[src/rtl/pe_sched_pkg.sv]
// pe_sched_pkg: shared types and default sizing for the
// sparse-convolution PE job scheduler.
package pe_sched_pkg;

    typedef enum logic [1:0] {
        S_IDLE,
        S_RUN,
        S_DONE
    } top_state_e;

    typedef enum logic [1:0] {
        P_FREE,
        P_BUSY,
        P_WB
    } pe_state_e;

    localparam int DEF_NUM_PE = 4;
    localparam int DEF_JOB_W  = 64;
    localparam int DEF_CNT_W  = 16;

endpackage

[src/rtl/rr_arbiter.sv]
// rr_arbiter: round-robin pick among requesters, priority starting
// just after the last advanced grant.
module rr_arbiter
    import pe_sched_pkg::*;
#(
    parameter  int N = 4,
    localparam int W = $clog2(N)
) (
    input  logic         i_clk,
    input  logic         i_rst_n,
    input  logic [N-1:0] i_req,
    input  logic         i_adv,
    output logic [N-1:0] o_gnt,
    output logic [W-1:0] o_idx,
    output logic         o_any
);

    logic [W-1:0] ptr_q;
    logic [W-1:0] cand;

    // Scan from farthest to nearest so the nearest requester wins.
    always_comb begin
        o_gnt = '0;
        o_idx = '0;
        o_any = 1'b0;
        cand  = '0;
        for (int i = N - 1; i >= 0; i--) begin
            cand = ptr_q + W'(i);
            if (i_req[cand]) begin
                o_idx = cand;
                o_any = 1'b1;
            end
        end
        if (o_any) o_gnt[o_idx] = 1'b1;
    end

    always_ff @(posedge i_clk or negedge i_rst_n) begin
        if (!i_rst_n) begin
            ptr_q <= '0;
        end else if (i_adv && o_any) begin
            ptr_q <= o_idx + W'(1);
        end
    end

endmodule

[src/rtl/pe_scheduler.sv]
// pe_scheduler: dispatches tile jobs to free PEs and arbitrates
// the shared writeback port among finished PEs.
module pe_scheduler
    import pe_sched_pkg::*;
#(
    parameter  int NUM_PE = DEF_NUM_PE,
    parameter  int JOB_W  = DEF_JOB_W,
    parameter  int CNT_W  = DEF_CNT_W,
    localparam int IDX_W  = $clog2(NUM_PE)
) (
    input  logic              i_clk,
    input  logic              i_rst_n,
    input  logic              i_start,
    input  logic [CNT_W-1:0]  i_num_jobs,
    input  logic              i_job_valid,
    output logic              o_job_ready,
    input  logic [JOB_W-1:0]  i_job_data,
    output logic [NUM_PE-1:0] o_pe_start,
    output logic [JOB_W-1:0]  o_pe_job,
    input  logic [NUM_PE-1:0] i_pe_finish,
    output logic              o_wb_valid,
    output logic [IDX_W-1:0]  o_wb_pe_idx,
    input  logic              i_wb_done,
    output logic              o_busy,
    output logic              o_layer_done,
    output logic              o_err
);

    top_state_e state_q, state_d;
    pe_state_e  pe_q [NUM_PE];

    logic [CNT_W-1:0]  num_q, disp_q, comp_q;
    logic [NUM_PE-1:0] start_q, wb_req, arb_gnt, wb_gnt_q;
    logic [JOB_W-1:0]  job_q;
    logic [IDX_W-1:0]  free_idx, arb_idx, wb_idx_q;
    logic run, any_free, hs, wb_ack, issue, bad, start_acc;
    logic arb_any, wb_valid_q, err_q;

    always_ff @(posedge i_clk or negedge i_rst_n) begin
        if (!i_rst_n) state_q <= S_IDLE;
        else          state_q <= state_d;
    end

    always_comb begin
        state_d = state_q;
        unique case (state_q)
            S_IDLE: if (i_start) state_d = S_RUN;
            S_RUN: begin
                if (comp_q + CNT_W'(wb_ack) == num_q)
                    state_d = S_DONE;
            end
            S_DONE:  state_d = S_IDLE;
            default: state_d = S_IDLE;
        endcase
    end

    always_comb begin
        run          = 1'b0;
        o_busy       = 1'b1;
        o_layer_done = 1'b0;
        unique case (state_q)
            S_IDLE:  o_busy = 1'b0;
            S_RUN:   run = 1'b1;
            S_DONE:  o_layer_done = 1'b1;
            default: o_busy = 1'b0;
        endcase
    end

    always_comb begin
        any_free = 1'b0;
        free_idx = '0;
        wb_req   = '0;
        bad      = 1'b0;
        for (int i = NUM_PE - 1; i >= 0; i--) begin
            if (pe_q[i] == P_FREE) begin
                any_free = 1'b1;
                free_idx = IDX_W'(i);
            end
            wb_req[i] = (pe_q[i] == P_WB);
            // A PE still showing its start pulse cannot finish yet.
            if (i_pe_finish[i] && (pe_q[i] != P_BUSY || start_q[i]))
                bad = 1'b1;
        end
    end

    assign start_acc   = (state_q == S_IDLE) && i_start;
    assign o_job_ready = run && any_free && (disp_q < num_q);
    assign hs          = i_job_valid && o_job_ready;
    assign wb_ack      = wb_valid_q && i_wb_done;
    assign issue       = !wb_valid_q && arb_any;

    rr_arbiter #(.N(NUM_PE)) u_wb_arb (
        .i_clk   (i_clk),
        .i_rst_n (i_rst_n),
        .i_req   (wb_req),
        .i_adv   (issue),
        .o_gnt   (arb_gnt),
        .o_idx   (arb_idx),
        .o_any   (arb_any)
    );

    always_ff @(posedge i_clk or negedge i_rst_n) begin
        if (!i_rst_n) begin
            for (int i = 0; i < NUM_PE; i++) pe_q[i] <= P_FREE;
        end else begin
            for (int i = 0; i < NUM_PE; i++) begin
                if (i_pe_finish[i] && pe_q[i] == P_BUSY && !start_q[i])
                    pe_q[i] <= P_WB;
                if (hs && free_idx == IDX_W'(i))
                    pe_q[i] <= P_BUSY;
                if (wb_ack && wb_gnt_q[i])
                    pe_q[i] <= P_FREE;
            end
        end
    end

    always_ff @(posedge i_clk or negedge i_rst_n) begin
        if (!i_rst_n) begin
            num_q      <= '0;
            disp_q     <= '0;
            comp_q     <= '0;
            start_q    <= '0;
            job_q      <= '0;
            wb_valid_q <= 1'b0;
            wb_idx_q   <= '0;
            wb_gnt_q   <= '0;
            err_q      <= 1'b0;
        end else begin
            if (start_acc) begin
                num_q  <= i_num_jobs;
                disp_q <= '0;
                comp_q <= '0;
            end else begin
                if (hs)     disp_q <= disp_q + CNT_W'(1);
                if (wb_ack) comp_q <= comp_q + CNT_W'(1);
            end
            start_q <= '0;
            if (hs) begin
                start_q[free_idx] <= 1'b1;
                job_q             <= i_job_data;
            end
            if (wb_ack) begin
                wb_valid_q <= 1'b0;
            end else if (issue) begin
                wb_valid_q <= 1'b1;
                wb_idx_q   <= arb_idx;
                wb_gnt_q   <= arb_gnt;
            end
            err_q <= err_q | bad;
        end
    end

    assign o_pe_start  = start_q;
    assign o_pe_job    = job_q;
    assign o_wb_valid  = wb_valid_q;
    assign o_wb_pe_idx = wb_idx_q;
    assign o_err       = err_q;

endmodule

[config.mk]
export PLATFORM = sky130hd
export DESIGN_NAME = pe_scheduler
export DESIGN_NICKNAME = d
export VERILOG_FILES = /design/src/rtl/pe_sched_pkg.sv /design/src/rtl/rr_arbiter.sv /design/src/rtl/pe_scheduler.sv
export SDC_FILE = /design/constraint.sdc
export NUM_CORES = 1
export LEC_CHECK = 0
export ABC_AREA = 1
export ABC_CLOCK_PERIOD_IN_PS = 5840
export CAP_MARGIN = 40
export CORE_MARGIN = 2
export CORE_UTILIZATION = 45
export DETAILED_ROUTE_END_ITERATION = 10
export PLACE_DENSITY = 0.71
export RECOVER_POWER = 50
export SLEW_MARGIN = 20
export SYNTH_ARGS = -nofsm -noshare
export SYNTH_HDL_FRONTEND = slang
export SYNTH_SLANG_ARGS = --single-unit
[constraint.sdc]
create_clock -name i_clk -period 5.84 [get_ports i_clk]
set_input_delay 1.168 -clock i_clk [delete_from_list [all_inputs] [get_ports i_clk]]
set_output_delay 1.168 -clock i_clk [all_outputs]
set_load 0.02 [all_outputs]
# Word-level counts from Yosys, hierarchy flattened
# Cells that the tools add are included.
[totals] out_inout_bits=75 word_cells=165 reg_bits=136 in_bits=89
[op_classes] addsub=7 n_bitwise=2 n_lt_le_gt_ge=9 reduce_logical=54 muxes=58 eq_ne=20
[op_table] cell="$mux 16" count=4
[op_table] cell="$mux 2" count=22
[op_table] cell="$add 16x1->16 const B" count=2
[op_table] cell="$logic_and 1x1->1" count=29
[op_table] cell="$mux 1" count=23
[op_table] cell="$lt 2x3->1 const B" count=6
[op_table] cell="$add 16x1->16" count=1
[op_table] cell="$eq 16x16->1" count=1
[op_table] cell="$lt 16x16->1" count=1
[op_table] cell="$eq 2x2->1 const B" count=7
[op_table] cell="$eq 2x1->1 const B" count=6
[op_table] cell="$logic_not 2->1" count=6
[op_table] cell="$reduce_bool 3->1" count=4
[op_table] cell="$bmux 1 s2" count=4
[op_table] cell="$mux 4" count=2
[op_table] cell="$ne 2x1->1 const B" count=4
[op_table] cell="$reduce_bool 2->1" count=3
[op_table] cell="$logic_not 1->1" count=5
[op_table] cell="$add 2x1->2 const B" count=2
[op_table] cell="$add 2x2->2 const B" count=2
[op_table] cell="$demux 1 s2" count=2
[op_table] cell="$ge 2x1->1 const B" count=2
[op_table] cell="$logic_or 1x1->1" count=4
[op_table] cell="$ne 2x2->1 const B" count=2
[op_table] cell="5 further kinds" count=6

# Longest topological paths before layout
# Gate-level depths: netlist of the first run.
[logic_depth] ltp_word=12 depth_mapped=18 ltp_nobuf=18

# Hierarchy
# Synthesis of the first run repeated with hierarchy kept, for this count alone.
[hier_totals] hier_cells=952 area_unflattened_um2=7390.8
[by_module_without_submodules] module="pe_scheduler" seq_area_each_um2=3353.2 area_per_inst_um2=7045.5 instances=1 cells_each=891
[by_module_without_submodules] module="rr_arbiter" seq_area_each_um2=50.0 area_per_inst_um2=345.3 instances=1 cells_each=61

# Worst setup path before layout of the first run
# Ideal clock, no wire load.
[synth_timing] path_type="input-to-reg" start="in i_wb_done" end="reg state_q[0]" setup_ps=117 path_slack_ps=2972 required_ps=5723 stages=17 t_arrival_ps=2751 n_path_buf=0 cell_sequence="nand2_1 inv_2 ha_1 ha_1 inv_1 nor2_4 nand3_1 nand3_1 nand2_1 nor2_1 nand2_1 nor2_1 nand2_1 nand2_2 nand2_2 nand2_1 nand2_1"
[synth_via] elab_chain_cells=5
[synth_rtl] item="start, declared" line_no="pe_scheduler.sv:23" rtl="input logic i_wb_done,"
[synth_rtl] item="$logic_and 1x1->1" line_no="pe_scheduler.sv:89" rtl="assign wb_ack = wb_valid_q && i_wb_done;"
[synth_rtl] item="$add 16x1->16" line_no="pe_scheduler.sv:49" rtl="if (comp_q + CNT_W'(wb_ack) == num_q)"
[synth_rtl] item="$eq 16x16->1" line_no="pe_scheduler.sv:49"
[synth_rtl] item="$ne 2x2->1 (no line)"
[synth_rtl] item="$reduce_and 2->1 (no line)"
[synth_rtl] item="end signal, assigned" line_no="pe_scheduler.sv:41" rtl="else state_q <= state_d;"
[synth_rtl] item="end, declared" line_no="pe_scheduler.sv:29" rtl="top_state_e state_q, state_d;"
# No other way between the ends.
# A chain may end at the register's enable or synchronous reset.

# Worst setup path in the final report of the first run
[layout_timing] start="reg num_q[15]" end="out o_job_ready"
[layout_via] elab_chain_cells=2
[layout_rtl] item="start, declared" line_no="pe_scheduler.sv:32" rtl="logic [CNT_W-1:0] num_q, disp_q, comp_q;"
[layout_rtl] item="start signal, assigned" line_no="pe_scheduler.sv:130" rtl="num_q <= i_num_jobs;"
[layout_rtl] item="$lt 16x16->1" line_no="pe_scheduler.sv:87" rtl="assign o_job_ready = run && any_free && (disp_q < num_q);"
[layout_rtl] item="$logic_and 1x1->1" line_no="pe_scheduler.sv:87"
[layout_rtl] item="end, declared" line_no="pe_scheduler.sv:16" rtl="output logic o_job_ready,"
# No other way between the ends.

==> results by stage, run 1 <==
Power:
- After layout, the design draws a total of 4.90 mW.
- The worst-case IR drop observed on VDD is 0.294 mV.
- Of the total power, the clock network draws 0.229.
- Of the total power, the share spent switching nets is 0.402.
- Of the total power, registers draw 0.316.
- The internal power consumption is 2.93 mW.
- The power per cell area is 509 nW/um^2.
- The portion of total power attributed to combinational logic is 0.455.
- The power dissipated by switching net loads is 1.97 mW.
- The static leakage is 4.75 nW.

Placed design:
- The placed wire-length estimate is 12.9 mm.
- At the end of routability-driven placement, the weighted congestion stood at 0.865.
- Timing analysis after detailed placement gives a worst setup slack of 2110 ps.
- The number of buffers inserted by port buffering is 163.

STA:
- The final-report setup violation count is 0.
- The setup clock skew after layout is 10.6 ps.
- Hold timing on the final database bottoms out at a slack of 483 ps.
- Static timing analysis puts the maximum clock frequency at 258 MHz.
- Setup repair after global routing left no endpoint under its margin.
- The normalized max-slew margin is 0.0351.
- The total count of max-transition violations in the final report is 0.
- The final clock period utilization by the worst path is 0.664.
- In the post-route analysis, the smallest setup slack over all paths is 1960 ps.
- At the pin with the least slew margin, the transition time is 1450 ps.
- Adding up every negative setup slack in the final design gives 0 ps.
- The number of endpoints with negative hold slack in the final report is 0.
- The clock period could shrink to 3880 ps.

Clock network:
- The maximum root-to-sink buffer count is 2.
- The clock reaches the later pin of the worst-skew pair after 420 ps.
- The clock input transition at the sequential cells of the worst setup and hold paths is 60 ps.
- The number of hold buffers added after CTS was 0.
- The CTS buffer count is 17.
- The clock net in this run drives a total of 136 sinks.
- The H-tree was split into 4 levels.
- Once the clock tree was built, the setup fixing pass inserted 0 buffers.
- The clock tree from TritonCTS is built.
- Post-CTS repair changed the size of 0 cells.
- The root buffer cell chosen for the clock tree is sky130_fd_sc_hd__clkbuf_16.

Logic synthesis:
- The post-synthesis average cell area is 7.86 um^2.
- Synthesis instantiated 39 different standard cells from the library.
- In the synthesized netlist the dominant register cell turns out to be sky130_fd_sc_hd__dfrtp_1.
- Yosys mapped a number of flops with a built-in enable equal to 0.
- The number of cells produced by synthesis is 915.
- Counting flops and latches in the post-synthesis netlist gives 136.
- Yosys printed 0 warnings.
- After synthesis the cells add up to 7190 um^2.
- The register area share after synthesis is 0.473.
- The number of nets produced by synthesis is 1032.
- After synthesis, the share of flip-flops with an asynchronous set or reset is 1.00.

Worst setup path:
- The launch point of the worst reg-to-reg path is num_q[15]$_DFFE_PN0P_.
- The worst register-to-register path has a setup slack of 3330 ps.
- The arrival time of data at the critical path endpoint is 2710 ps.
- The worst path required time is 4670 ps.
- STA classifies the critical path endpoint as an output port.
- The worst register-to-register path ends at o_pe_job[59]$_DFFE_PN0P_.
- For the worst flop-to-flop path, the logic depth is 12.
- By startpoint and endpoint, the worst setup path is classified as reg -> out.
- The worst setup path is launched from a flip-flop.
- The peak fanout along the critical path is 6.

Global routing:
- The global routing usage summed across all routing layers is 0.223.
- The remaining global-route overflow is 0.
- The number of antenna violations at the first check in global routing was 0.
- The via count of the first global-routing pass came to 6082.
- Entering global routing, the biggest net connects 76 pins.
- The global-route wire length before repair is 29.1 mm.

Floorplan:
- The row count is 46.
- The area of the die is 17000 um^2.
- The placeable core region is 15800 um^2.
- The number of top-level pins is 164.
- From left edge to right edge, the die measures 130 um.
- The die height is 130 um.
- The initial utilization of the core area, before any placement, comes to 0.456.

Layout:
- The area growth from synthesis to final layout is 33.8%.
- The final layout contains 1192 nets.
- Of the cells placed in the final design, the portion with a size suffix greater than 1 is 0.0717.
- The number of antenna cells inserted is 0.
- The filler cell count in the final layout is 1453.

Route:
- The first-pass iteration count of the detailed router is 5.
- The overall routed net length is 17.6 mm.
- After detailed routing, the number of remaining DRC violations is 0.
- The average vias per placed instance is 4.72.
- In this run the remaining antenna-violating nets after routing total 0.
- Across all layers, the routed design uses 6160 vias.
- In the final routed layout, each cell accounts on average for 13.5 um.
- The first-iteration detailed-routing DRC count is 341.

Hold path:
- The endpoint of the worst hold path is o_pe_job[8]$_DFFE_PN0P_.
- The worst hold path startpoint is o_pe_job[8]$_DFFE_PN0P_.
- The min-delay analysis places its worst path in the category reg -> reg.
- The count of cells along the worst hold path is 2.

Run:
- The reported max-cap violation count is 0.

Run status:
- The flow ran to the end, and the final reports show no timing, DRC or antenna violations.
cell type report:
type	count	area (um^2)	share of cell area
clock inverters	12	164	0.0170
multi-input cells	602	3070	0.319
well taps	216	270	0.0281
clock buffers	20	457	0.0474
repair buffers	168	1700	0.177
flip-flops and latches	136	3400	0.354
inverters	150	563	0.0585
cells in the final DEF (no fill, tap or decap), drive strengths merged, types with 3 or more instances in the layout:
master,count
xor2,17
nor3,6
a21oi,23
dfrtp,136
inv,154
nand3,51
clkbuf,21
buf,5
ha,28
o21ai,123
bufinv,3
o21bai,3
nand2,255
clkinv,4
nand4,6
xnor2,8
clkdlybuf4s50,160
nor2,67
flip-flops by register name, indices dropped and copies added, names as in the netlist:
| signal | cells |
|---|---|
| o_err | 1 |
| num_q | 16 |
| state_q | 2 |
| u_wb_arb.ptr_q | 2 |
| o_wb_valid | 1 |
| wb_gnt_q | 4 |
| o_pe_job | 64 |
| o_pe_start | 4 |
| disp_q | 16 |
| pe_q | 8 |
| o_wb_pe_idx | 2 |
| comp_q | 16 |
power groups by stage:
stage | logic (mW) | registers, mW | clock network [mW]
5_1_grt | 2.51 | 1.59 | 1.19
3_3_place_gp | 2.23 | 1.55 | 0
6_report | 2.23 | 1.55 | 1.12
4_1_cts | 2.29 | 1.55 | 1.14
3_5_place_dp | 2.27 | 1.55 | 0
2_1_floorplan | 1.24 | 1.76 | 0
worst max-delay path by stage:
stage,startpoint,to,slack (ps),cells past startpoint
floorplan,i_wb_done,state_q[0]$_DFFE_PN0P_,2970,17
global placement,i_wb_done,state_q[1]$_DFFE_PN0P_,2210,18
detailed placement,i_wb_done,state_q[0]$_DFFE_PN0P_,2110,18
CTS,disp_q[5]$_DFFE_PN0P_,o_job_ready,1950,8
global route,num_q[5]$_DFFE_PN0P_,o_job_ready,1760,9
finish,num_q[15]$_DFFE_PN0P_,o_job_ready,1960,10
Yosys cell counts (2+ instances only):
library cell | n | area (um^2)
sky130_fd_sc_hd__inv_1 | 133 | 499
sky130_fd_sc_hd__nor4_1 | 2 | 12.5
sky130_fd_sc_hd__o21bai_2 | 2 | 22.5
sky130_fd_sc_hd__dfrtp_1 | 136 | 3400
sky130_fd_sc_hd__or2_1 | 2 | 12.5
sky130_fd_sc_hd__nand2_1 | 247 | 927
sky130_fd_sc_hd__o21ai_1 | 70 | 350
sky130_fd_sc_hd__clkbuf_1 | 7 | 26.3
sky130_fd_sc_hd__a21oi_1 | 23 | 115
sky130_fd_sc_hd__nor2_2 | 8 | 50.1
sky130_fd_sc_hd__nor2_1 | 57 | 214
sky130_fd_sc_hd__buf_2 | 15 | 75.1
sky130_fd_sc_hd__inv_2 | 17 | 63.8
sky130_fd_sc_hd__a21boi_1 | 2 | 15.0
sky130_fd_sc_hd__nand2_2 | 7 | 43.8
sky130_fd_sc_hd__nand3_2 | 2 | 20.0
sky130_fd_sc_hd__xor2_1 | 16 | 140
sky130_fd_sc_hd__nand3b_1 | 2 | 15.0
sky130_fd_sc_hd__ha_1 | 28 | 350
sky130_fd_sc_hd__o21ai_2 | 5 | 43.8
sky130_fd_sc_hd__o21ai_0 | 47 | 235
sky130_fd_sc_hd__nor3_1 | 6 | 30.0
sky130_fd_sc_hd__nand4_1 | 6 | 37.5
sky130_fd_sc_hd__buf_4 | 4 | 30.0
sky130_fd_sc_hd__xnor2_1 | 8 | 70.1
sky130_fd_sc_hd__nand3_1 | 49 | 245
sky130_fd_sc_hd__a31oi_1 | 2 | 12.5
cell families (layout without fill, tap and decap cells):
kind of cell               count (synthesis)  after routing  share of synthesized area
AOI/OAI and AO/OA                        157            157                      0.118
xor gates and xnor gates                  25             25                     0.0315
adders and majority gates                 28             28                     0.0487
buffers and inverters                    177            350                     0.0981
DFF                                      136            136                      0.473
and+or+nand+nor                          392            392                      0.230
critical path, stage by stage (launching register included):
cell	delay [ps]
sky130_fd_sc_hd__dfrtp_1	370
sky130_fd_sc_hd__inv_1	70
sky130_fd_sc_hd__ha_1	300
sky130_fd_sc_hd__nand2_1	100
sky130_fd_sc_hd__inv_1	40
sky130_fd_sc_hd__nand3_1	80
sky130_fd_sc_hd__inv_1	40
sky130_fd_sc_hd__nand2_1	70
sky130_fd_sc_hd__o211a_1	200
sky130_fd_sc_hd__and2_0	330
sky130_fd_sc_hd__clkdlybuf4s50_1	680
routing by layer:
metal  vias to the layer above  wire, um  GRT usage
met5                         -         0          0
met4                         0       228     0.0557
li1                       3197         -          -
met2                       154      8320      0.373
met3                        16      1380     0.0953
met1                      2793      7630      0.266
through the flow:
stage,utilization,instances,cell area (um^2)
2_1_floorplan,-,915,7190
3_3_place_gp,0.570,1270,8980
5_1_grt,0.610,1304,9630
6_report,0.610,1304,9630
3_5_place_dp,0.571,1271,9010
4_1_cts,0.611,1303,9630
No activity file was read; power rests on OpenSTA's default activity.
==> inputs of run 2 (changes only) <==
--- a/config.mk
+++ b/config.mk
@@ -6,12 +6,12 @@
 export NUM_CORES = 1
 export LEC_CHECK = 0
 export ABC_AREA = 1
-export ABC_CLOCK_PERIOD_IN_PS = 5840
+export ABC_CLOCK_PERIOD_IN_PS = 3500
 export CAP_MARGIN = 40
 export CORE_MARGIN = 2
 export CORE_UTILIZATION = 45
 export DETAILED_ROUTE_END_ITERATION = 10
-export PLACE_DENSITY = 0.71
+export PLACE_DENSITY = 0.74
 export RECOVER_POWER = 50
 export SLEW_MARGIN = 20
 export SYNTH_ARGS = -nofsm -noshare
==> constraint.sdc (replaced) <==
create_clock -name i_clk -period 3.5 [get_ports i_clk]
set_input_delay 0.7 -clock i_clk [delete_from_list [all_inputs] [get_ports i_clk]]
set_output_delay 0.7 -clock i_clk [all_outputs]
set_load 0.02 [all_outputs]
==> results by stage, run 2 (synthesis results as in run 1) <==
Route:
- The first-pass iteration count of the detailed router is 4 (-1).
- The post-route antenna net violation count was 0 (unchanged).
- The remaining design rule violation count is 0 (unchanged).
- The detailed-routed wire length on met2 is 8.34 mm (+0.29%).
- The met3 routed wirelength is 1.39 mm (+0.58%).
- The average vias per placed instance is 4.72 (-0.13%).
- The routed wirelength normalized by instance count was 13.4 um (-0.40%).
- The first-iteration detailed-routing DRC count is 286 (-16%).
- The overall routed net length is 17.5 mm (-0.40%).
- Routed signal wires occupy layers up through met4.
- The met1 routed wirelength after detailed routing is 7.54 mm (-1.2%).
- The count of vias placed by the detailed router came to 6152 (-0.13%).

Power:
- The sequential power share is 0.316 (about the same).
- The static leakage is 4.72 nW (-0.60%).
- The share of power burned in the clock network is 0.220 (-0.009).
- The largest vdd supply drop is 0.477 mV (+62%).
- The power dissipated by switching net loads is 3.36 mW (+70%).
- The portion of total power attributed to combinational logic is 0.464 (+0.009).
- The power per cell area is 849 nW/um^2 (+67%).
- The internal power consumption is 4.79 mW (+64%).
- The switching part of the total power is 0.412 (+0.00994).

Placed design:
- The placed wire-length estimate is 13.1 mm (+0.88%).
- The number of cells after detailed placement is 1272 (+0.079%).
- The weighted congestion reported at the end of routability-driven placement is 0.893 (+3.2%).
- The number of buffers inserted by port buffering is 163 (unchanged).

Worst setup path:
- The type of destination of the critical path is an output port.
- The peak fanout along the critical path is 6 (unchanged).
- The worst path required time is 2800 ps (-1870 ps).
- The arrival time of data at the critical path endpoint is 2370 ps (-340 ps).
- The setup path with the least slack is of type reg -> out.
- The startpoint type of the worst setup path is a flip-flop.

Floorplan:
- The die height was 130 um (unchanged).
- The area of the die is 17000 um^2 (unchanged).
- The row count was 46 (unchanged).
- The die width came to 130 um (unchanged).
- The initial core utilization is 0.456 (unchanged).
- The number of top-level pins is 164 (unchanged).
- The placeable core region is 15800 um^2 (unchanged).

Run status:
- The final reports fail on capacitance limit, slew limit.
- The run finished, with violations left.

STA:
- The shortest clock period the worst path allows after layout is 3070 ps.
- Setup repair after global routing left no endpoint under its margin.
- The highest clock rate is 325 MHz.
- The slew of the pin with the lowest slew margin was 2750 ps (+1300 ps).
- The setup clock skew after layout is 18.8 ps (+8.13 ps).
- The final-report setup violation count was 0 (unchanged).
- The final-layout worst hold slack is 488 ps (+4.98 ps).
- The number of endpoints with negative hold slack in the final report is 0 (unchanged).
- The post-route setup TNS is 0 ps (unchanged).
- The total count of max-transition violations in the final report is 49 (+49).
- In the finished design, the share of the clock period the worst path needs comes to 0.879.
- The normalized max-slew margin is -0.833 (-0.868).

Run:
- The reported max-cap violation count came to 1 (+1).

Global routing:
- The pin count of the biggest net entering global routing is 130 (+71%).
- The remaining global-route overflow came to 0 (unchanged).
- The via count of the first global-routing pass came to 6076 (-0.099%).
- The global-route wire length before repair came to 29.1 mm (-0.17%).
- The global routing usage summed across all routing layers is 0.219 (-0.00367).
- The number of antenna violations at the first check in global routing is 0 (unchanged).

Clock network:
- TritonCTS built the clock tree.
- The count of H-tree levels built during CTS was 4 (unchanged).
- Clock tree synthesis selected as its root buffer the cell sky130_fd_sc_hd__clkbuf_16.
- The number of buffers inserted by post-CTS setup repair is 0 (unchanged).
- The TritonCTS sink count was 136 (unchanged).
- The total of cells resized after clock tree synthesis is 0 (unchanged).
- The later-pin clock latency in the skew report came to 420 ps (about the same).
- The clock input transition at the sequential cells of the worst setup and hold paths is 60 ps (about the same).
- The count of hold buffers inserted by post-cts repair is 0 (unchanged).
- The CTS buffer count is 17 (unchanged).
- The maximum root-to-sink buffer count was 2 (unchanged).

Layout:
- The library cell used most frequently in the layout, excluding fill and tap cells, is sky130_fd_sc_hd__nand2_1.
- The filler cell count in the final layout was 1448 (-0.34%).
- The count of nets after finishing is 1192 (unchanged).
- The core utilization of the finished layout is 0.608 (-0.00206).
- The area growth from synthesis to final layout is 33.4%.
- The flip-flop count of the largest register, all copies and words added is 64 (unchanged).
- The number of antenna cells inserted was 0 (unchanged).
- The final standard cell count with taps included and fillers excluded is 1304 (unchanged).
- The share of layout cells above drive strength 1 is 0.0708 (-0.000919).
- Leaving out fill and tap cells, the most frequent cells in the layout are 247 x sky130_fd_sc_hd__nand2_1, 159 x sky130_fd_sc_hd__clkdlybuf4s50_1, 136 x sky130_fd_sc_hd__dfrtp_1, 135 x sky130_fd_sc_hd__inv_1, 70 x sky130_fd_sc_hd__o21ai_1.

Hold path:
- The min-delay analysis places its worst path in the category reg -> reg.
## run 2: cell types whose count changed in the layout (fill, tap and decap cells not counted), sizes merged
cell	previous run	this run
dlymetal6s2s	0	1
buf	5	2
clkinvlp	1	6
inv	154	155
clkdlybuf4s50	160	159
clkinv	4	2
bufinv	3	2
## run 2: stage by stage
step | total power [mW] | setup slack (ps) | area (um^2)
floorplan | 5.00 | 1100 | 7190
global placement | 6.32 | 360 | 9020
detailed placement | 6.40 | 275 | 9020
CTS | 8.25 | 72.7 | 9620
global route | 8.80 | 251 | 9590
finish | 8.15 | 425 | 9590
## run 2: path summary, 6_finish.rpt
check | start | to | slack, ps | depth (start not counted)
min in group asynchronous | i_rst_n | u_wb_arb.ptr_q[0]$_DFFE_PN0P_ | 1150 | 1
min reg2reg | o_pe_job[45]$_DFFE_PN0P_ | o_pe_job[45]$_DFFE_PN0P_ | 490 | 2
max in group asynchronous | i_rst_n | comp_q[6]$_DFFE_PN0P_ | 770 | 1
min | o_pe_job[45]$_DFFE_PN0P_ | o_pe_job[45]$_DFFE_PN0P_ | 490 | 2
max | disp_q[5]$_DFFE_PN0P_ | o_job_ready | 430 | 8
max reg2reg | o_wb_valid$_DFFE_PN0P_ | state_q[0]$_DFFE_PN0P_ | 1030 | 17
## run 2: area by class of cell
class | count | area (um^2) | share of cell area
Sequential cell | 136 | 3400 | 0.355
Multi-Input combinational cell | 602 | 3090 | 0.322
Timing Repair Buffer | 168 | 1680 | 0.175
Inverter | 150 | 563 | 0.0587
Clock buffer | 17 | 425 | 0.0443
Tap cell | 216 | 270 | 0.0282
Clock inverter | 15 | 168 | 0.0175
## run 2: worst max-delay path, cell delays in order, from the launching register on
cell	delay, ps
sky130_fd_sc_hd__dfrtp_1	420
sky130_fd_sc_hd__ha_1	310
sky130_fd_sc_hd__a21oi_1	150
sky130_fd_sc_hd__nor2_1	50
sky130_fd_sc_hd__a211oi_1	180
sky130_fd_sc_hd__nand2_1	90
sky130_fd_sc_hd__nand2_1	130
sky130_fd_sc_hd__and2_0	350
sky130_fd_sc_hd__dlymetal6s2s_1	300
## run 2: power groups by stage
| stage | logic (mW) | clock network (mW) | registers, mW |
|---|---|---|---|
| floorplan | 2.06 | 0 | 2.94 |
| global route | 4.25 | 1.90 | 2.66 |
| global placement | 3.74 | 0 | 2.58 |
| CTS | 3.84 | 1.83 | 2.58 |
| finish | 3.78 | 1.79 | 2.57 |
| detailed placement | 3.82 | 0 | 2.58 |
## run 2: per-layer routing
metal / up-vias / global-route usage
met3: 16 / 0.0851
met1: 2780 / 0.263
met2: 163 / 0.364
li1: 3193 / -
met5: - / 0
met4: 0 / 0.0720
==> inputs of run 3 (changes only) <==
--- a/config.mk
+++ b/config.mk
@@ -8,10 +8,14 @@
 export ABC_AREA = 1
 export ABC_CLOCK_PERIOD_IN_PS = 3500
 export CAP_MARGIN = 40
+export CELL_PAD_IN_SITES_DETAIL_PLACEMENT = 1
+export CELL_PAD_IN_SITES_GLOBAL_PLACEMENT = 1
 export CORE_MARGIN = 2
-export CORE_UTILIZATION = 45
+export CORE_UTILIZATION = 34
+export CTS_BUF_LIST = sky130_fd_sc_hd__clkbuf_4 sky130_fd_sc_hd__clkbuf_8
+export CTS_CLUSTER_DIAMETER = 100
 export DETAILED_ROUTE_END_ITERATION = 10
-export PLACE_DENSITY = 0.74
+export PLACE_DENSITY = 0.76
 export RECOVER_POWER = 50
 export SLEW_MARGIN = 20
 export SYNTH_ARGS = -nofsm -noshare
==> results by stage, run 3 (synthesis results as in run 1) <==
Worst setup path:
- The critical-path cell with the highest stage delay is sky130_fd_sc_hd__dfrtp_1.
- The critical path's largest stage delay is 430 ps (about the same).
- In this run the worst setup path begins at disp_q[5]$_DFFE_PN0P_.
- The arrival time of data at the critical path endpoint is 2330 ps (-40 ps).
- In this design, the critical path's most frequently occurring cell is sky130_fd_sc_hd__nand2_1.
- The critical path class is reg -> out.
- The worst setup path is captured at an output port.
- The worst path required time was 2800 ps (about the same).
- The worst register-to-register path begins at o_wb_valid$_DFFE_PN0P_.
- The peak fanout along the critical path is 6 (unchanged).
- The signal on the critical path passes through ha_1 -> a21oi_1 -> nor2_1 -> a211oi_1 -> nand2_1 -> nand2_1 -> and2_1 -> dlymetal6s2s_1.
- STA classifies the critical path startpoint as a flip-flop.

Layout:
- The flip-flop count of the largest register, all copies and words added was 64 (unchanged).
- The number of antenna cells inserted was 0 (unchanged).
- The filler cell count in the final layout came to 2554 (+76%).
- The share of layout cells above drive strength 1 came to 0.0706 (-0.000130).
- The core utilization of the finished layout was 0.455 (-0.153).
- The count of nets after finishing is 1194 (+0.17%).
- From synthesis to final layout, the design area changed by 32.2%.
- The library cell used most frequently in the layout, excluding fill and tap cells, is sky130_fd_sc_hd__nand2_1.
- The top cell types in the final layout, fill and taps aside, are 247 x sky130_fd_sc_hd__nand2_1, 160 x sky130_fd_sc_hd__clkdlybuf4s50_1, 137 x sky130_fd_sc_hd__inv_1, 136 x sky130_fd_sc_hd__dfrtp_1, 70 x sky130_fd_sc_hd__o21ai_1.

STA:
- The final clock period utilization by the worst path was 0.867 (-0.0115).
- The setup clock skew after layout came to 17.8 ps (-1.01 ps).
- The final-report setup violation count is 0 (unchanged).
- The highest clock rate is 330 MHz (+1.3%).
- The number of endpoints with negative hold slack in the final report is 0 (unchanged).
- The setup slack after layout is 465 ps (+40.3 ps).
- The post-route setup TNS is 0 ps (unchanged).
- The final-layout worst hold slack is 488 ps (+0.451 ps).
- The total count of max-transition violations in the final report is 70 (+43%).
- Setup repair after global routing left no endpoint under its margin.
- The shortest clock period the worst path allows after layout came to 3030 ps (-40.3 ps).
- The slew of the pin with the lowest slew margin is 1790 ps (-960 ps).
- The normalized max-slew margin was -0.193 (+0.640).

Clock network:
- The number of buffers inserted by post-CTS setup repair is 0 (unchanged).
- The count of H-tree levels built during CTS is 4 (unchanged).
- The maximum root-to-sink buffer count is 2 (unchanged).
- The later-pin clock latency in the skew report is 470 ps (+50 ps).
- The clock tree from TritonCTS is built.
- The TritonCTS sink count is 136 (unchanged).
- The clock input transition at the sequential cells of the worst setup and hold paths is 80 ps (+20 ps).
- The count of hold buffers inserted by post-cts repair is 0 (unchanged).
- The buffer cell driving the clock tree root is sky130_fd_sc_hd__clkbuf_8.
- The CTS buffer count is 17 (unchanged).
- The total of cells resized after clock tree synthesis is 0 (unchanged).

Floorplan:
- The die width is 149 um (+15%).
- The area of the die is 22300 um^2 (+31%).
- The row count came to 53 (+15%).
- The initial core utilization was 0.344 (-0.112).
- The placeable core region was 20900 um^2 (+32%).
- The number of top-level pins is 164 (unchanged).
- The die height is 149 um (+15%).

Route:
- The first-pass iteration count of the detailed router came to 4 (unchanged).
- The count of vias placed by the detailed router is 6412 (+4.2%).
- The average vias per placed instance is 4.70 (-0.43%).
- The post-route antenna net violation count was 0 (unchanged).
- The routed wirelength normalized by instance count is 15.2 um (+13%).
- The overall routed net length is 20.8 mm (+19%).
- The remaining design rule violation count is 0 (unchanged).
- The first-iteration detailed-routing DRC count is 199 (-30%).

Power:
- The static leakage is 4.67 nW (-0.98%).
- The overall power came to 7.91 mW (-2.9%).
- The largest vdd supply drop is 0.403 mV (-16%).
- The power per cell area is 832 nW/um^2 (-2.0%).

Hold path:
- The tightest min-delay check is of the reg -> reg type.
- In this run the most critical hold path is launched from o_pe_job[4]$_DFFE_PN0P_.

Global routing:
- The via count of the first global-routing pass is 6850 (+13%).
- The number of antenna violations at the first check in global routing is 1 (+1).
- The remaining global-route overflow was 0 (unchanged).
- The global-route wire length before repair was 34.2 mm (+18%).
- The pin count of the biggest net entering global routing is 129 (-0.77%).
- The global routing usage summed across all routing layers was 0.197 (-0.0221).

Placed design:
- The pre-CTS worst setup slack is 318 ps (+43.2 ps).
- The placed wire-length estimate is 15.8 mm (+21%).
- The number of buffers inserted by port buffering is 163 (unchanged).
- The weighted congestion reported at the end of routability-driven placement is 0.828 (-7.3%).

Run:
- The reported max-cap violation count came to 1 (unchanged).

Run status:
- The final reports fail on capacitance limit, slew limit.
- The run finished, with violations left.
[run 3: changes by cell type in the layout (fill, tap and decap cells not counted), moves of 2 or more]
cell	change
sky130_fd_sc_hd__inv_8	-2
sky130_fd_sc_hd__clkbuf_16	-17
sky130_fd_sc_hd__buf_4	+2
sky130_fd_sc_hd__clkinvlp_4	-5
sky130_fd_sc_hd__clkbuf_8	+19
sky130_fd_sc_hd__clkbuf_4	+2
sky130_fd_sc_hd__inv_2	-2
sky130_fd_sc_hd__clkinv_4	+2
sky130_fd_sc_hd__inv_1	+2
[run 3: per-stage QoR]
stage / area (um^2) / instances
6_report: 9510 / 1365
5_1_grt: 9510 / 1365
4_1_cts: 9550 / 1365
3_5_place_dp: 9110 / 1333
3_3_place_gp: 9110 / 1333
2_1_floorplan: 7190 / 915
[run 3: final timing paths]
path,cells past startpoint,slack [ps],to
max,8,470,o_job_ready
min,2,490,o_pe_job[4]$_DFFE_PN0P_
max reg2reg,17,1070,state_q[1]$_DFFE_PN0P_
min reg2reg,2,490,o_pe_job[4]$_DFFE_PN0P_
max in group asynchronous,2,900,o_pe_job[44]$_DFFE_PN0P_
min in group asynchronous,1,680,o_pe_job[7]$_DFFE_PN0P_
[run 3: area by class of cell]
| class | count | area (um^2) | share of cell area |
|---|---|---|---|
| Clock buffer | 20 | 269 | 0.0283 |
| Clock inverter | 12 | 164 | 0.0172 |
| Inverter | 150 | 563 | 0.0592 |
| Multi-Input combinational cell | 602 | 3080 | 0.324 |
| Sequential cell | 136 | 3400 | 0.358 |
| Tap cell | 275 | 344 | 0.0362 |
| Timing Repair Buffer | 170 | 1680 | 0.177 |
[run 3: report_power, final]
group	switching, mW	total [mW]	leakage (nW)	internal (mW)
combinational	2.34	3.91	2.71	1.57
clock	0.667	1.43	0.218	0.761
sequential	0.415	2.58	1.74	2.17
[run 3: metal layers]
| metal | up-vias | track usage | routed length (um) |
|---|---|---|---|
| met5 | - | 0 | 13 |
| met4 | 2 | 0.0514 | 295 |
| met3 | 25 | 0.0854 | 1820 |
| met2 | 140 | 0.336 | 10000 |
| met1 | 3049 | 0.226 | 8620 |
| li1 | 3196 | - | - |
[run 3: critical path: cells and delay by family (launching register included)]
| kind | cells | cell delay (ps) |
|---|---|---|
| compound gates | 2 | 330 |
| buf+inv | 1 | 290 |
| fa+ha+maj | 1 | 310 |
| flops | 1 | 430 |
| simple gates | 4 | 510 |
